==> src/rtl/exec_sequencer_pkg.sv <==
// Shared definitions for the execute-stage sequencer: opcodes, FSM states,
// instruction field positions and opcode classification helpers.
package exec_seq_pkg;

  localparam int OP_HI  = 15;
  localparam int OP_LO  = 12;
  localparam int DST_HI = 11;
  localparam int DST_LO = 9;
  localparam int S1_HI  = 8;
  localparam int S1_LO  = 6;
  localparam int S2_HI  = 5;
  localparam int S2_LO  = 3;
  localparam int IMM_HI = 7;
  localparam int IMM_LO = 0;

  // Opcodes 0xC..0xF are illegal and have no enum member; they fall
  // through to NOP behaviour wherever the op is decoded.
  typedef enum logic [3:0] {
    OP_NOP = 4'h0, OP_ADD = 4'h1, OP_SUB = 4'h2, OP_AND = 4'h3,
    OP_OR  = 4'h4, OP_XOR = 4'h5, OP_NOT = 4'h6, OP_SHL = 4'h7,
    OP_SHR = 4'h8, OP_MOV = 4'h9, OP_LDI = 4'hA, OP_CMP = 4'hB
  } op_e;

  typedef enum logic [1:0] {
    S_IDLE  = 2'd0,
    S_READ  = 2'd1,
    S_EXEC  = 2'd2,
    S_WRITE = 2'd3
  } state_e;

  function automatic logic is_write_op(input logic [3:0] op);
    return (op >= 4'h1) && (op <= 4'hA);
  endfunction

  function automatic logic is_illegal_op(input logic [3:0] op);
    return op >= 4'hC;
  endfunction

endpackage

==> src/rtl/exec_sequencer_if.sv <==
// Instruction handshake plus register-file port bundle.
// slave  : the sequencer side.
// master : upstream instruction source together with the register file.
interface exec_sequencer_if #(
  parameter int DW = 8,
  parameter int AW = 3
);
  logic          instr_valid;
  logic [15:0]   instr;
  logic          instr_ready;
  logic [AW-1:0] rd_addr1;
  logic [AW-1:0] rd_addr2;
  logic [DW-1:0] rd_data1;
  logic [DW-1:0] rd_data2;
  logic          wr_en;
  logic [AW-1:0] wr_addr;
  logic [DW-1:0] wr_data;
  logic          flag_z;
  logic          flag_c;
  logic          done;
  logic          illegal_op;

  modport slave (
    input  instr_valid, instr, rd_data1, rd_data2,
    output instr_ready, rd_addr1, rd_addr2, wr_en, wr_addr, wr_data,
           flag_z, flag_c, done, illegal_op
  );

  modport master (
    output instr_valid, instr, rd_data1, rd_data2,
    input  instr_ready, rd_addr1, rd_addr2, wr_en, wr_addr, wr_data,
           flag_z, flag_c, done, illegal_op
  );
endinterface

==> src/rtl/exec_sequencer_alu8.sv <==
// Combinational ALU. Ops that must not disturb flags (NOP/MOV/LDI/illegal)
// pass the incoming flags straight through.
module alu8
  import exec_seq_pkg::*;
#(
  parameter int DW = 8
) (
  input  logic [3:0]    i_op,
  input  logic [DW-1:0] i_a,
  input  logic [DW-1:0] i_b,
  input  logic [DW-1:0] i_imm8,
  input  logic          i_c_in,
  input  logic          i_z_in,
  output logic [DW-1:0] o_result,
  output logic          o_z_out,
  output logic          o_c_out
);

  logic [DW:0] w_sum;
  logic [DW:0] w_diff;
  logic        w_upd_z;

  // Extra top bit of the difference is the unsigned borrow (a < b).
  assign w_sum  = {1'b0, i_a} + {1'b0, i_b};
  assign w_diff = {1'b0, i_a} - {1'b0, i_b};

  // Result and flag selection by opcode.
  always_comb begin
    o_result = '0;
    o_c_out  = i_c_in;
    w_upd_z  = 1'b0;
    case (i_op)
      OP_ADD: begin o_result = w_sum[DW-1:0];  o_c_out = w_sum[DW];  w_upd_z = 1'b1; end
      OP_SUB,
      OP_CMP: begin o_result = w_diff[DW-1:0]; o_c_out = w_diff[DW]; w_upd_z = 1'b1; end
      OP_AND: begin o_result = i_a & i_b;      o_c_out = 1'b0;       w_upd_z = 1'b1; end
      OP_OR:  begin o_result = i_a | i_b;      o_c_out = 1'b0;       w_upd_z = 1'b1; end
      OP_XOR: begin o_result = i_a ^ i_b;      o_c_out = 1'b0;       w_upd_z = 1'b1; end
      OP_NOT: begin o_result = ~i_a;           o_c_out = 1'b0;       w_upd_z = 1'b1; end
      OP_SHL: begin o_result = {i_a[DW-2:0], 1'b0}; o_c_out = i_a[DW-1]; w_upd_z = 1'b1; end
      OP_SHR: begin o_result = {1'b0, i_a[DW-1:1]}; o_c_out = i_a[0];    w_upd_z = 1'b1; end
      OP_MOV: o_result = i_a;
      OP_LDI: o_result = i_imm8;
      default: o_result = '0;
    endcase
    o_z_out = w_upd_z ? (o_result == '0) : i_z_in;
  end

endmodule

==> src/rtl/exec_sequencer.sv <==
// Four-state execute sequencer: IDLE -> READ -> EXEC -> WRITE, one
// instruction in flight, result written back in WRITE.
module exec_sequencer
  import exec_seq_pkg::*;
#(
  parameter int DW = 8,
  parameter int AW = 3
) (
  input  logic             clk,
  input  logic             reset,
  exec_sequencer_if.slave  bus
);

  state_e        r_state, w_next;
  logic [15:0]   r_instr;
  logic [DW-1:0] r_a, r_b, r_result;
  logic          r_wen, r_z, r_c;

  logic [3:0]    w_op;
  logic [AW-1:0] w_dst, w_src1, w_src2;
  logic [DW-1:0] w_imm, w_res;
  logic          w_z, w_c, w_accept;

  assign w_op   = r_instr[OP_HI:OP_LO];
  assign w_dst  = r_instr[DST_HI:DST_LO];
  assign w_src1 = r_instr[S1_HI:S1_LO];
  assign w_src2 = r_instr[S2_HI:S2_LO];
  assign w_imm  = r_instr[IMM_HI:IMM_LO];

  assign w_accept = bus.instr_valid && (r_state == S_IDLE);

  alu8 #(.DW(DW)) u_alu (
    .i_op     (w_op),
    .i_a      (r_a),
    .i_b      (r_b),
    .i_imm8   (w_imm),
    .i_c_in   (r_c),
    .i_z_in   (r_z),
    .o_result (w_res),
    .o_z_out  (w_z),
    .o_c_out  (w_c)
  );

  // State register.
  always_ff @(posedge clk) begin
    if (!reset) r_state <= S_IDLE;
    else        r_state <= w_next;
  end

  // Next-state: fixed walk through the stages once an instruction lands.
  always_comb begin
    w_next = r_state;
    case (r_state)
      S_IDLE:  if (w_accept) w_next = S_READ;
      S_READ:  w_next = S_EXEC;
      S_EXEC:  w_next = S_WRITE;
      S_WRITE: w_next = S_IDLE;
      default: w_next = S_IDLE;
    endcase
  end

  // Instruction latch, operand capture and result/flag registers.
  always_ff @(posedge clk) begin
    if (!reset) begin
      r_instr  <= '0;
      r_a      <= '0;
      r_b      <= '0;
      r_result <= '0;
      r_wen    <= 1'b0;
      r_z      <= 1'b0;
      r_c      <= 1'b0;
    end else begin
      if (w_accept) r_instr <= bus.instr;
      if (r_state == S_READ) begin
        r_a <= bus.rd_data1;
        r_b <= bus.rd_data2;
      end
      if (r_state == S_EXEC) begin
        r_result <= w_res;
        r_wen    <= is_write_op(w_op);
        r_z      <= w_z;
        r_c      <= w_c;
      end
    end
  end

  // Outputs. Strobes are gated by reset so a reset landing in WRITE
  // cannot commit a register-file write at that same edge.
  always_comb begin
    bus.instr_ready = reset && (r_state == S_IDLE);
    bus.rd_addr1    = (r_state != S_IDLE) ? w_src1 : '0;
    bus.rd_addr2    = (r_state != S_IDLE) ? w_src2 : '0;
    bus.wr_addr     = '0;
    bus.wr_data     = '0;
    // Operands are registered, so the live ALU result in EXEC equals the
    // value registered for WRITE; wr_data is stable across both cycles.
    if (r_state == S_EXEC) begin
      bus.wr_addr = w_dst;
      bus.wr_data = w_res;
    end else if (r_state == S_WRITE) begin
      bus.wr_addr = w_dst;
      bus.wr_data = r_result;
    end
    bus.done       = reset && (r_state == S_WRITE);
    bus.wr_en      = bus.done && r_wen;
    bus.illegal_op = bus.done && is_illegal_op(w_op);
    bus.flag_z     = r_z;
    bus.flag_c     = r_c;
  end

endmodule

==> src/flat_wrapper.sv <==
// flat-port wrapper written by rule: the top's interface ports become plain ports
module exec_sequencer_flat import exec_seq_pkg::*;
#(
  parameter int DW = 8,
  parameter int AW = 3
)
  (clk, reset, bus_instr_valid, bus_instr, bus_rd_data1, bus_rd_data2, bus_instr_ready, bus_rd_addr1, bus_rd_addr2, bus_wr_en, bus_wr_addr, bus_wr_data, bus_flag_z, bus_flag_c, bus_done, bus_illegal_op);
  exec_sequencer_if #(.DW(DW), .AW(AW)) bus_i ();
  input  logic clk;
  input  logic reset;
  input wire logic [$bits(bus_i.instr_valid)-1:0] bus_instr_valid;
  input wire logic [$bits(bus_i.instr)-1:0] bus_instr;
  input wire logic [$bits(bus_i.rd_data1)-1:0] bus_rd_data1;
  input wire logic [$bits(bus_i.rd_data2)-1:0] bus_rd_data2;
  output wire logic [$bits(bus_i.instr_ready)-1:0] bus_instr_ready;
  output wire logic [$bits(bus_i.rd_addr1)-1:0] bus_rd_addr1;
  output wire logic [$bits(bus_i.rd_addr2)-1:0] bus_rd_addr2;
  output wire logic [$bits(bus_i.wr_en)-1:0] bus_wr_en;
  output wire logic [$bits(bus_i.wr_addr)-1:0] bus_wr_addr;
  output wire logic [$bits(bus_i.wr_data)-1:0] bus_wr_data;
  output wire logic [$bits(bus_i.flag_z)-1:0] bus_flag_z;
  output wire logic [$bits(bus_i.flag_c)-1:0] bus_flag_c;
  output wire logic [$bits(bus_i.done)-1:0] bus_done;
  output wire logic [$bits(bus_i.illegal_op)-1:0] bus_illegal_op;
  assign bus_i.instr_valid = bus_instr_valid;
  assign bus_i.instr = bus_instr;
  assign bus_i.rd_data1 = bus_rd_data1;
  assign bus_i.rd_data2 = bus_rd_data2;
  assign bus_instr_ready = bus_i.instr_ready;
  assign bus_rd_addr1 = bus_i.rd_addr1;
  assign bus_rd_addr2 = bus_i.rd_addr2;
  assign bus_wr_en = bus_i.wr_en;
  assign bus_wr_addr = bus_i.wr_addr;
  assign bus_wr_data = bus_i.wr_data;
  assign bus_flag_z = bus_i.flag_z;
  assign bus_flag_c = bus_i.flag_c;
  assign bus_done = bus_i.done;
  assign bus_illegal_op = bus_i.illegal_op;
  exec_sequencer #(.DW(DW), .AW(AW)) u_core (.clk(clk), .reset(reset), .bus(bus_i));
endmodule
==> config.mk <==
export PLATFORM = sky130hd
export DESIGN_NAME = exec_sequencer_flat
export DESIGN_NICKNAME = d
export VERILOG_FILES = /design/src/rtl/exec_sequencer_pkg.sv /design/src/rtl/exec_sequencer_if.sv /design/src/rtl/exec_sequencer_alu8.sv /design/src/rtl/exec_sequencer.sv /design/src/flat_wrapper.sv
export SDC_FILE = /design/constraint.sdc
export NUM_CORES = 1
export LEC_CHECK = 0
export CORE_MARGIN = 1
export CORE_UTILIZATION = 35
export DETAILED_ROUTE_END_ITERATION = 12
export GPL_ROUTABILITY_DRIVEN = 0
export SYNTH_ARGS = -nofsm -noshare
export SYNTH_HDL_FRONTEND = slang
export SYNTH_SLANG_ARGS = --single-unit
==> constraint.sdc <==
create_clock -name clk -period 2.9 [get_ports clk]
set_input_delay 0.58 -clock clk [delete_from_list [all_inputs] [get_ports clk]]
set_output_delay 0.58 -clock clk [all_outputs]
set_load 0.005 [all_outputs]
==> run_results.csv, run 1 <==
group,metric,value,unit
critical_path,r2r_cells,18,
critical_path,worstPathCellList,"inv_2 -> ha_4 -> a21o_1 -> and4_4 -> or3_4 -> a211oi_2 -> mux2_4 -> o221ai_4 -> a21o_1 -> buf_2",
finish,areaGrowthSynthToFinish,54.3,%
synth,syn_area,0.00348,mm²
run_status,violations,"setup timing",
synth,synth_ff_type,"dfxtp_1",
route,ant_nets,0,
critical_path,slowest_delay,0.38,ns
critical_path,worstPathArrival,2.57,ns
clock_network,cts_tree,"built",
pwr,cellLeakagePower,2.19,nW
sta,rsz0062_at_grt,"yes",
min_path,min-delay-start,"u_core.r_instr[8]",
critical_path,endpoint_kind,"output port",
run_status,outcome,"finished with violations",
sta,final.setup.worst_slack,-0.252,ns
clock_network,clk_latency,0.32,ns
critical_path,path_class,"reg -> out",
synth,async_reset_ff_share,0,%
synth,synth_nets,515,
global_route,grt_max_degree,43,
pwr,ir_worst_vdd,385,µV
sta,fin_skew,0.0155,ns
synth,yosys.cell_types.count,67,
critical_path,slowest_stage,"dfxtp_2",
critical_path,r2r-end,"u_core.r_result[3]",
finish,drive_gt1_share,32.9,%
sta,fin_crit_sh,109,%
synth,seq_area_frac_synth,25.9,%
route,drtIter0Drc,243,
route,via_count,3752,
placed_design,place_ws,-0.462,ns
global_route,grt.overflow.total,0,
clock_network,clk_pin_slew,0.10,ns
global_route,grt_usage,22.7,%
finish,fin_util,55.2,%
critical_path,r2r_start,"u_core.r_a[1]",
critical_path,reg2reg_slack,-0.15,ns
min_path,min_to,"u_core.r_instr[8]",
sta,slew_headroom,55.8,%
pwr,swShare,42.1,%
floorplanning,die_h,102,µm
pwr,pwr-share-comb,66.7,%
sta,hold_viol_final,0,
synth,syn_avg_cell_area,7.74,µm²
synth,yosys-top-cells-area,"dfxtp_1, ha_1, mux2i_1",
route,wire_per_inst,15.9,µm
sta,period_minus_slack,3.15,ns
global_route,antenna_found_initial,0,
clock_network,cts_made_buffers,5,
synth,syn_inst,450,
min_path,worst_hold_path_type,"reg -> reg",
clock_network,root_buffer,"clkbuf_8",
floorplanning,start_util,35.8,%
route,remaining_drc_errors,0,
pwr,finalPower,0.00430,W
synth,synth-seq-cells,45,
sta,finalSetupViolations,7,
placed_design,port_buffers,57,
floorplanning,io_pins,58,
synth,synth_area_leader_cell,"dfxtp_1",
sta,drv_slew,0,
pwr,p_clk_share,12.4,%
floorplanning,die-area,0.0104,mm²
global_route,grt_pass1_wl,18000,µm
route,wl,11600,µm
finish,nets,660,
sta,finalSetupTns,-0.930,ns
pwr,seq_power_share,21.0,%
synth,synth_edf_count,0,
placed_design,place_hpwl,8350,µm
clock_network,cts_buffer_depth,2,
pwr,netSwitchingPower,0.00181,W
synth,synth_top_area_share,25.9,%
floorplanning,die_w,102,µm
floorplanning,core_area,0.00973,mm²
critical_path,cp.required,2.32,ns
global_route,grt_pass1_vias,3633,
min_path,hold-path-cell-count,2,
route,drt-pass1-iter-count,4,
pwr,p_per_area,801,mW/mm²
pwr,intPower,0.00249,W
clock_network,htreeDepth,2,
critical_path,crit_top_cell,"a21o_1",
critical_path,critPathMaxFanout,3,
synth,yosysWarnings,0,
floorplanning,rows,36,
clock_network,cts.sinks,45,
sta,timing.fmax,317,MHz
finish,antennaDiodeCount,0,
route,post_drt_via_cell_ratio,5.15,
job,max_cap_violations,0,
critical_path,startpoint_type,"flip-flop",
sta,worst_slew_pin_slew,0.659,ns
[kinds of logic (layout without fill, tap and decap cells)]
| family | Yosys count | in the layout | synth area share (%) |
|---|---|---|---|
| AND/OR/NAND/NOR | 170 | 170 | 23.8 |
| AO/OA/AOI/OAI | 118 | 118 | 23.3 |
| buffers and inverters | 54 | 200 | 6.43 |
| flip-flops | 45 | 45 | 25.9 |
| adder cells (fa/ha/maj) | 30 | 30 | 11.2 |
| multiplexers | 27 | 27 | 7.91 |
| XOR/XNOR | 6 | 6 | 1.51 |
[cells in the final DEF, fill, tap and decap left out, types with 10 or more instances in the layout]
cell type,netlist,final
a21oi_1,39,32
buf_4,3,90
buf_6,0,15
clkdlybuf4s50_1,0,49
dfxtp_1,45,36
ha_1,28,21
inv_1,24,16
mux2i_1,26,26
nand2_1,54,53
nand2b_1,12,10
nor2_1,48,47
nor2b_1,16,14
o21ai_0,18,12
[cells in the mapped netlist, drive strengths merged (2+ instances only)]
cell     instances
a211oi           8
o21bai           2
dfxtp           45
a21oi           39
nor2            48
o221a            2
a21o             4
o2111ai          3
nor2b           17
clkbuf          16
buf             12
xnor2            5
nand2           55
a2bb2oi          2
a221oi           5
ha              28
nand2b          12
o21ai           18
nor3             8
o22a             3
or2              3
o221ai           4
or3              3
o211a            2
nand3            5
a22o             5
nand3b           2
a31oi            3
o211ai           2
o22ai            2
a22oi            2
clkinv           2
inv             24
or3b             3
and2             3
mux2i           26
o31ai            5
and3             4
fa               2
[flip-flops by register name, indices dropped and copies added, names as in the netlist]
| signal | flops |
|---|---|
| u_core.r_b | 8 |
| u_core.r_a | 8 |
| u_core.r_result | 8 |
| u_core.r_state | 2 |
| u_core.r_wen | 1 |
| u_core.r_instr | 16 |
| u_core.bus.flag_z | 1 |
| u_core.bus.flag_c | 1 |
[final cells by class]
type	count	area, µm²
fill	913	4360
multi-input combinational	351	2610
timing repair buffer	166	1460
sequential	45	920
tap	133	166
inverter	26	103
clock buffer	5	68.8
clock inverter	3	50.0
[critical path, delay by kind of cell (launching register included)]
kind                       cells  cell delay, ns
AOI/OAI and AO/OA              4            0.74
adders and majority gates      1            0.21
buffers and inverters          2            0.18
DFF                            1            0.38
muxes                          1            0.21
and+or+nand+nor                2            0.55
[repair_timing]
action,4_1_cts,5_1_grt
setup buffers,25,5
hold buffers,0,0
pin swaps,29,21
gates resized for setup,96,21
endpoints found under the setup margin,8,10
[worst max path at each step]
stage                             start        endpoint  slack, ns
after floorplan           u_core.r_a[1]  bus_wr_data[7]       0.03
after global placement    u_core.r_a[0]  bus_wr_data[6]      -0.44
after detailed placement  u_core.r_a[0]  bus_wr_data[6]      -0.46
after CTS                 u_core.r_a[1]  bus_wr_data[7]      -0.25
after global routing      u_core.r_a[1]  bus_wr_data[7]      -0.33
final                     u_core.r_a[1]  bus_wr_data[7]      -0.25
[routing by layer]
metal  vias up  track usage [%]  routed length (µm)
met2        89             37.8                5480
met4         0             5.69                 193
met5         -                0                   0
li1       1869                -                   -
met1      1775             29.4                5290
met3        19             5.31                 616
[through the flow]
| stage | cells | area [µm²] | hold WS [ns] |
|---|---|---|---|
| after floorplan | 450 | 3480 | 0.432 |
| after CTS | 726 | 5290 | 0.464 |
| after global routing | 729 | 5370 | 0.492 |
| after detailed placement | 694 | 4760 | 0.450 |
| final | 729 | 5370 | 0.462 |
| after global placement | 694 | 4760 | 0.440 |
[power by group through the flow]
| stage | clock (W) | sequential [W] | combinational (W) |
|---|---|---|---|
| detailed placement | 0 | 0.000891 | 0.00240 |
| global route | 0.000569 | 0.000918 | 0.00310 |
| global placement | 0 | 0.000883 | 0.00237 |
| finish | 0.000532 | 0.000902 | 0.00287 |
| CTS | 0.000538 | 0.000894 | 0.00274 |
| floorplan | 0 | 0.000881 | 0.00140 |
Note: power is estimated with default switching activity, not from simulation.
==> run 2: changes to the inputs <==
SKIP_LAST_GASP = 1   (was not set)
SYNTH_HIERARCHICAL = 1   (was not set)
==> run 2 against run 1 <==
The flow still finishes with violations (setup timing); non-clock buffer count is 7 higher; wire length is 0.81% lower; sequential power decreased by 2%; worst hold slack worse by 0.0072 ns; die area up 6.0%; first-iteration DRC count fell by 20%; design area increased by 4.8%.
==> run_results.csv, run 2 <==
group,metric,value,unit
floorplanning,core_area,0.0103,mm²
route,ant_nets,0,
sta,fin_crit_sh,109,%
route,post_drt_via_cell_ratio,5.23,
synth,yosys.area_share.simple,23.9,%
synth,synth_area_leader_cell,"dfxtp_1",
critical_path,endpoint_kind,"output port",
synth,synth_top_area_share,24.4,%
synth,yosys-top-cells-area,"dfxtp_1, ha_1, mux2i_1",
synth,seq_area_frac_synth,24.4,%
critical_path,crit_top_cell,"buf_6",
synth,yosys.area_share.adder,10.9,%
clock_network,clk_pin_slew,0.09,ns
sta,drv_slew,0,
run_status,violations,"setup timing",
sta,finalSetupViolations,4,
route,drt-pass1-iter-count,4,
global_route,antenna_found_initial,0,
placed_design,place_hpwl,8260,µm
global_route,grt_max_degree,29,
synth,synth_common_cells,"dfxtp_1, nor2b_1, nand2_1",
floorplanning,rows,37,
synth,synth_nets,506,
global_route,grt_pass1_wl,18900,µm
clock_network,clk_latency,0.31,ns
critical_path,slowest_stage,"or3_4",
sta,final.setup.worst_slack,-0.273,ns
critical_path,cp.required,2.32,ns
finish,antennaDiodeCount,0,
sta,worst_slew_pin_slew,0.520,ns
critical_path,r2r_cells,13,
global_route,grt.overflow.total,0,
clock_network,cts.sinks,45,
sta,fin_skew,0.0137,ns
critical_path,path_class,"reg -> out",
route,drtIter0Drc,194,
sta,timing.fmax,315,MHz
global_route,grt_pass1_vias,3780,
floorplanning,die_h,105,µm
synth,synth-seq-cells,45,
route,via_count,3800,
critical_path,worstPathArrival,2.59,ns
synth,syn_inst,440,
finish,drive_gt1_share,36.3,%
clock_network,hold_buffers,0,
floorplanning,die_w,105,µm
synth,synth_compound_area_share,22.1,%
finish,fill_cells,927,
synth,yosys.cell_types.count,73,
critical_path,slowest_delay,0.41,ns
job,max_cap_violations,0,
floorplanning,die-area,0.0110,mm²
floorplanning,io_pins,58,
clock_network,cts_tree,"built",
global_route,grt_usage,21.4,%
sta,rsz0062_at_grt,"yes",
finish,layout_common_cells,"buf_4, clkdlybuf4s50_1, nor2b_1, nand2_1, mux2i_1",
placed_design,port_buffers,57,
clock_network,root_buffer,"clkbuf_8",
min_path,worst_hold_path_type,"reg -> reg",
finish,areaGrowthSynthToFinish,52.4,%
sta,holdWs,0.455,ns
finish,largest_reg_flops,16,
sta,hold_viol_final,0,
clock_network,cts_buffer_depth,2,
synth,async_reset_ff_share,0,%
route,wire_per_inst,15.8,µm
pwr,p_per_area,815,mW/mm²
finish,final_common_cell,"buf_4",
critical_path,startpoint_type,"flip-flop",
synth,synthMuxAreaShare,9.55,%
critical_path,worstPathCellList,"buf_6 -> ha_4 -> nor2b_4 -> or3_4 -> buf_6 -> a221oi_4 -> nor3_2 -> a21oi_1 -> nand4_1 -> a22o_1 -> buf_2",
clock_network,cts_made_buffers,5,
clock_network,htreeDepth,2,
floorplanning,start_util,36.0,%
finish,finalInstanceArea,0.00563,mm²
synth,synth_ff_type,"dfxtp_1",
sta,slew_headroom,65.3,%
synth,syn_avg_cell_area,8.40,µm²
placed_design,place_inst,692,
min_path,hold-path-cell-count,2,
finish,top_register,"u_core/r_instr",
critical_path,critPathMaxFanout,4,
synth,synth-xor-area-share,0.711,%
route,wl,11500,µm
synth,yosysWarnings,6,
placed_design,placed_cell_area,0.00490,mm²
pwr,ir_worst_vdd,330,µV
finish,finalNonFillerCells,726,
pwr,cellLeakagePower,2.24,nW
route,remaining_drc_errors,0,
finish,nets,655,
run_status,outcome,"finished with violations",
synth,synth_top_family_by_area,"simple AND/OR/NAND/NOR gates",
synth,synth_edf_count,0,
sta,period_minus_slack,3.17,ns
synth,syn_area,0.00369,mm²
## run 2: changes by cell type after synthesis, sizes merged, moves of 4 or more
cell    previous run  this run
buf               12        23
mux2i             26        33
clkbuf            16         8
nand2             55        41
nor2              48        29
o21ai             18        10
nand2b            12         6
nor2b             17        45
a22o               5         9
a21oi             39        21
a21boi             0        16
## run 2: where the power goes
| group | total [W] | switching, W | internal (W) | leakage [nW] |
|---|---|---|---|---|
| Clock | 0.000492 | 0.000233 | 0.000259 | 0.0554 |
| Sequential | 0.000888 | 0.000117 | 0.000772 | 0.376 |
| Combinational | 0.00321 | 0.00156 | 0.00165 | 1.81 |
## run 2: cell families (layout without fill, tap and decap cells)
| family | Yosys count | in the layout |
|---|---|---|
| mux | 35 | 35 |
| simple gates | 162 | 162 |
| flops | 45 | 45 |
| xor+xnor | 3 | 3 |
| buf+inv | 54 | 204 |
| compound gates | 110 | 110 |
| fa+ha+maj | 31 | 31 |
## run 2: final cells by class
class	instances	area [µm²]	area share, %
multi-input combinational	341	2860	50.7
timing repair buffer	173	1460	26.0
sequential	45	942	16.7
tap	136	170	3.02
inverter	23	86.3	1.53
clock buffer	6	72.6	1.29
clock inverter	2	38.8	0.689
## run 2: stage by stage
step | setup TNS (ns) | worst slack, ns | utilization, % | total power [W]
6_report | -0.836 | -0.273 | 54.8 | 0.00459
5_1_grt | -1.27 | -0.350 | 54.8 | 0.00490
4_1_cts | -0.741 | -0.242 | 53.1 | 0.00436
3_5_place_dp | -1.73 | -0.422 | 47.7 | 0.00330
3_3_place_gp | -1.45 | -0.380 | 47.7 | 0.00324
2_1_floorplan | 0 | 0.174 | - | 0.00238
## run 2: worst paths after layout
path	startpoint	endpoint	slack [ns]
min reg2reg	u_core/r_instr[9]	u_core/r_instr[9]	0.45
max	u_core/r_a[1]	bus_wr_data[5]	-0.27
min	u_core/r_instr[9]	u_core/r_instr[9]	0.45
max reg2reg	u_core/r_a[0]	u_core/bus.flag_z	0.23
## run 2: critical path, delay by kind of cell, from the launching register on
family / cells / cell delay, ns
adder cells (fa/ha/maj): 1 / 0.14
flip-flops: 1 / 0.37
AO/OA/AOI/OAI: 3 / 0.62
AND/OR/NAND/NOR: 4 / 0.78
buffers and inverters: 3 / 0.38
## run 2: layer usage
| metal | wire, µm | track usage, % |
|---|---|---|
| met1 | 5080 | 26.4 |
| met2 | 5460 | 36.5 |
| met3 | 571 | 3.74 |
| met4 | 376 | 8.85 |
| met5 | 0 | 0 |
## run 2: repair_timing
item | CTS | global route
setup buffers | 21 | 5
resized for setup | 107 | 23
pin swaps | 40 | 17
endpoints found under the setup margin | 8 | 7
==> run 3: changes to the inputs <==
CORE_UTILIZATION = 48   (was 35)
PLACE_DENSITY = 0.75   (was not set)
==> run 3 against run 2 <==
The run still ends with setup timing left; combinational power is 1% lower; non-clock buffer count is 10 lower; flip-flop and latch count stayed put; die area is 27% lower; first-iteration DRC count is 66% higher; fmax is 3.3% lower; power is 2.0% lower; largest cell class unchanged; largest power group unchanged.
==> run_results.csv, run 3 (synthesized netlist as in run 2, its figures left out) <==
group,metric,value,unit
critical_path,reg2reg_slack,-0.32,ns
pwr,cellLeakagePower,2.17,nW
finish,finalInstanceArea,0.00544,mm²
job,max_cap_violations,0,
placed_design,port_buffers,57,
finish,areaGrowthSynthToFinish,47.3,%
finish,largest_reg_flops,16,
critical_path,endpoint_kind,"output port",
floorplanning,rows,31,
global_route,antenna_found_initial,0,
finish,nets,645,
finish,antennaDiodeCount,0,
floorplanning,die_w,89.7,µm
sta,finalSetupViolations,9,
clock_network,root_buffer,"clkbuf_8",
critical_path,slowest_stage,"or3_4",
route,drt-pass1-iter-count,5,
run_status,violations,"setup timing",
placed_design,place_inst,646,
floorplanning,die_h,89.7,µm
route,via_count,3894,
global_route,grt_usage,28.2,%
sta,fin_skew,0.0107,ns
critical_path,path_class,"reg -> out",
finish,top_register,"u_core/r_instr",
route,remaining_drc_errors,0,
critical_path,crit_top_cell,"buf_6",
critical_path,worstPathCellList,"buf_6 -> ha_2 -> nor2b_4 -> or3_4 -> buf_6 -> a221oi_4 -> nor3_2 -> a21oi_2 -> nand4_1 -> a22o_1 -> buf_2",
sta,hold_viol_final,0,
pwr,ir_worst_vdd,499,µV
min_path,worst_hold_path_type,"reg -> reg",
finish,finalNonFillerCells,679,
clock_network,hold_buffers,0,
clock_network,cts_buffer_depth,2,
route,wire_per_inst,17.3,µm
critical_path,worstPathArrival,2.70,ns
clock_network,cts_made_buffers,5,
sta,final.setup.worst_slack,-0.380,ns
placed_design,place_ws,-0.381,ns
sta,drv_slew,0,
finish,fin_util,74.3,%
clock_network,clk_pin_slew,0.10,ns
route,wl,11700,µm
floorplanning,die-area,0.00805,mm²
clock_network,cts.sinks,45,
finish,fill_cells,507,
route,ant_nets,0,
clock_network,htreeDepth,2,
clock_network,cts_tree,"built",
sta,rsz0062_at_grt,"yes",
critical_path,cp.required,2.32,ns
run_status,outcome,"finished with violations",
sta,worst_slew_pin_slew,0.720,ns
clock_network,clk_latency,0.32,ns
floorplanning,core_area,0.00733,mm²
route,post_drt_via_cell_ratio,5.73,
pwr,finalPower,0.00449,W
sta,slew_headroom,51.6,%
finish,layout_common_cells,"buf_4, clkdlybuf4s50_1, nor2b_1, nand2_1, dfxtp_1",
global_route,grt_max_degree,45,
route,drtIter0Drc,323,
critical_path,slowest_delay,0.41,ns
floorplanning,start_util,50.4,%
placed_design,placed_cell_area,0.00479,mm²
placed_design,place_hpwl,7670,µm
sta,timing.fmax,305,MHz
finish,final_common_cell,"buf_4",
global_route,grt.overflow.total,0,
floorplanning,io_pins,58,
critical_path,startpoint_type,"flip-flop",
sta,period_minus_slack,3.28,ns
critical_path,critPathMaxFanout,4,
pwr,p_per_area,825,mW/mm²
global_route,grt_pass1_wl,18600,µm
global_route,grt_pass1_vias,3864,
sta,fin_crit_sh,113,%
finish,drive_gt1_share,34.3,%
run 3: worst paths after layout:
path,from,endpoint,cells past startpoint
min,u_core/r_instr[9],u_core/r_instr[9],2
max reg2reg,u_core/r_a[1],u_core/bus.flag_z,18
max,u_core/r_a[1],bus_wr_data[5],11
min reg2reg,u_core/r_instr[9],u_core/r_instr[9],2
run 3: stage by stage:
stage                     setup TNS, ns  hold WS (ns)
final                             -1.62         0.454
after detailed placement          -1.74         0.443
after CTS                         -1.18         0.458
after global placement            -1.40         0.435
after global routing              -2.29         0.483
after floorplan                       0         0.424
run 3: area by class of cell:
class | count | area, µm² | share of cell area [%]
inverters | 23 | 88.8 | 1.63
flip-flops and latches | 45 | 922 | 16.9
well taps | 99 | 124 | 2.28
multi-input cells | 341 | 2850 | 52.3
clock inverters | 3 | 25.0 | 0.460
clock buffers | 5 | 68.8 | 1.26
repair buffers | 163 | 1370 | 25.1
run 3: power breakdown:
group          switching, W  leakage (nW)  internal [W]  total [W]
clock network      0.000256        0.0447      0.000175   0.000430
registers          0.000124         0.373      0.000764   0.000888
logic               0.00158          1.76       0.00159    0.00317
total               0.00196          2.17       0.00253    0.00449
run 3: timing repair:
item,4_1_cts,5_1_grt
endpoints found under the setup margin,8,10
resized for setup,86,26
setup buffers,20,9
pin swaps,43,23
run 3: routing by layer:
layer  up-vias  GRT usage [%]  share of wire, %
li1       1836              -                 -
met1      1854           34.6                41
met2       169           48.6                50
met3        35           3.72               5.6
met4         0           13.4               3.4
met5         -              0                 0
run 3: critical path: cells and delay by family (launching register included):
family	cells	cell delay, ns
buf+inv	3	0.37
fa+ha+maj	1	0.17
flops	1	0.37
compound gates	3	0.69
simple gates	4	0.78
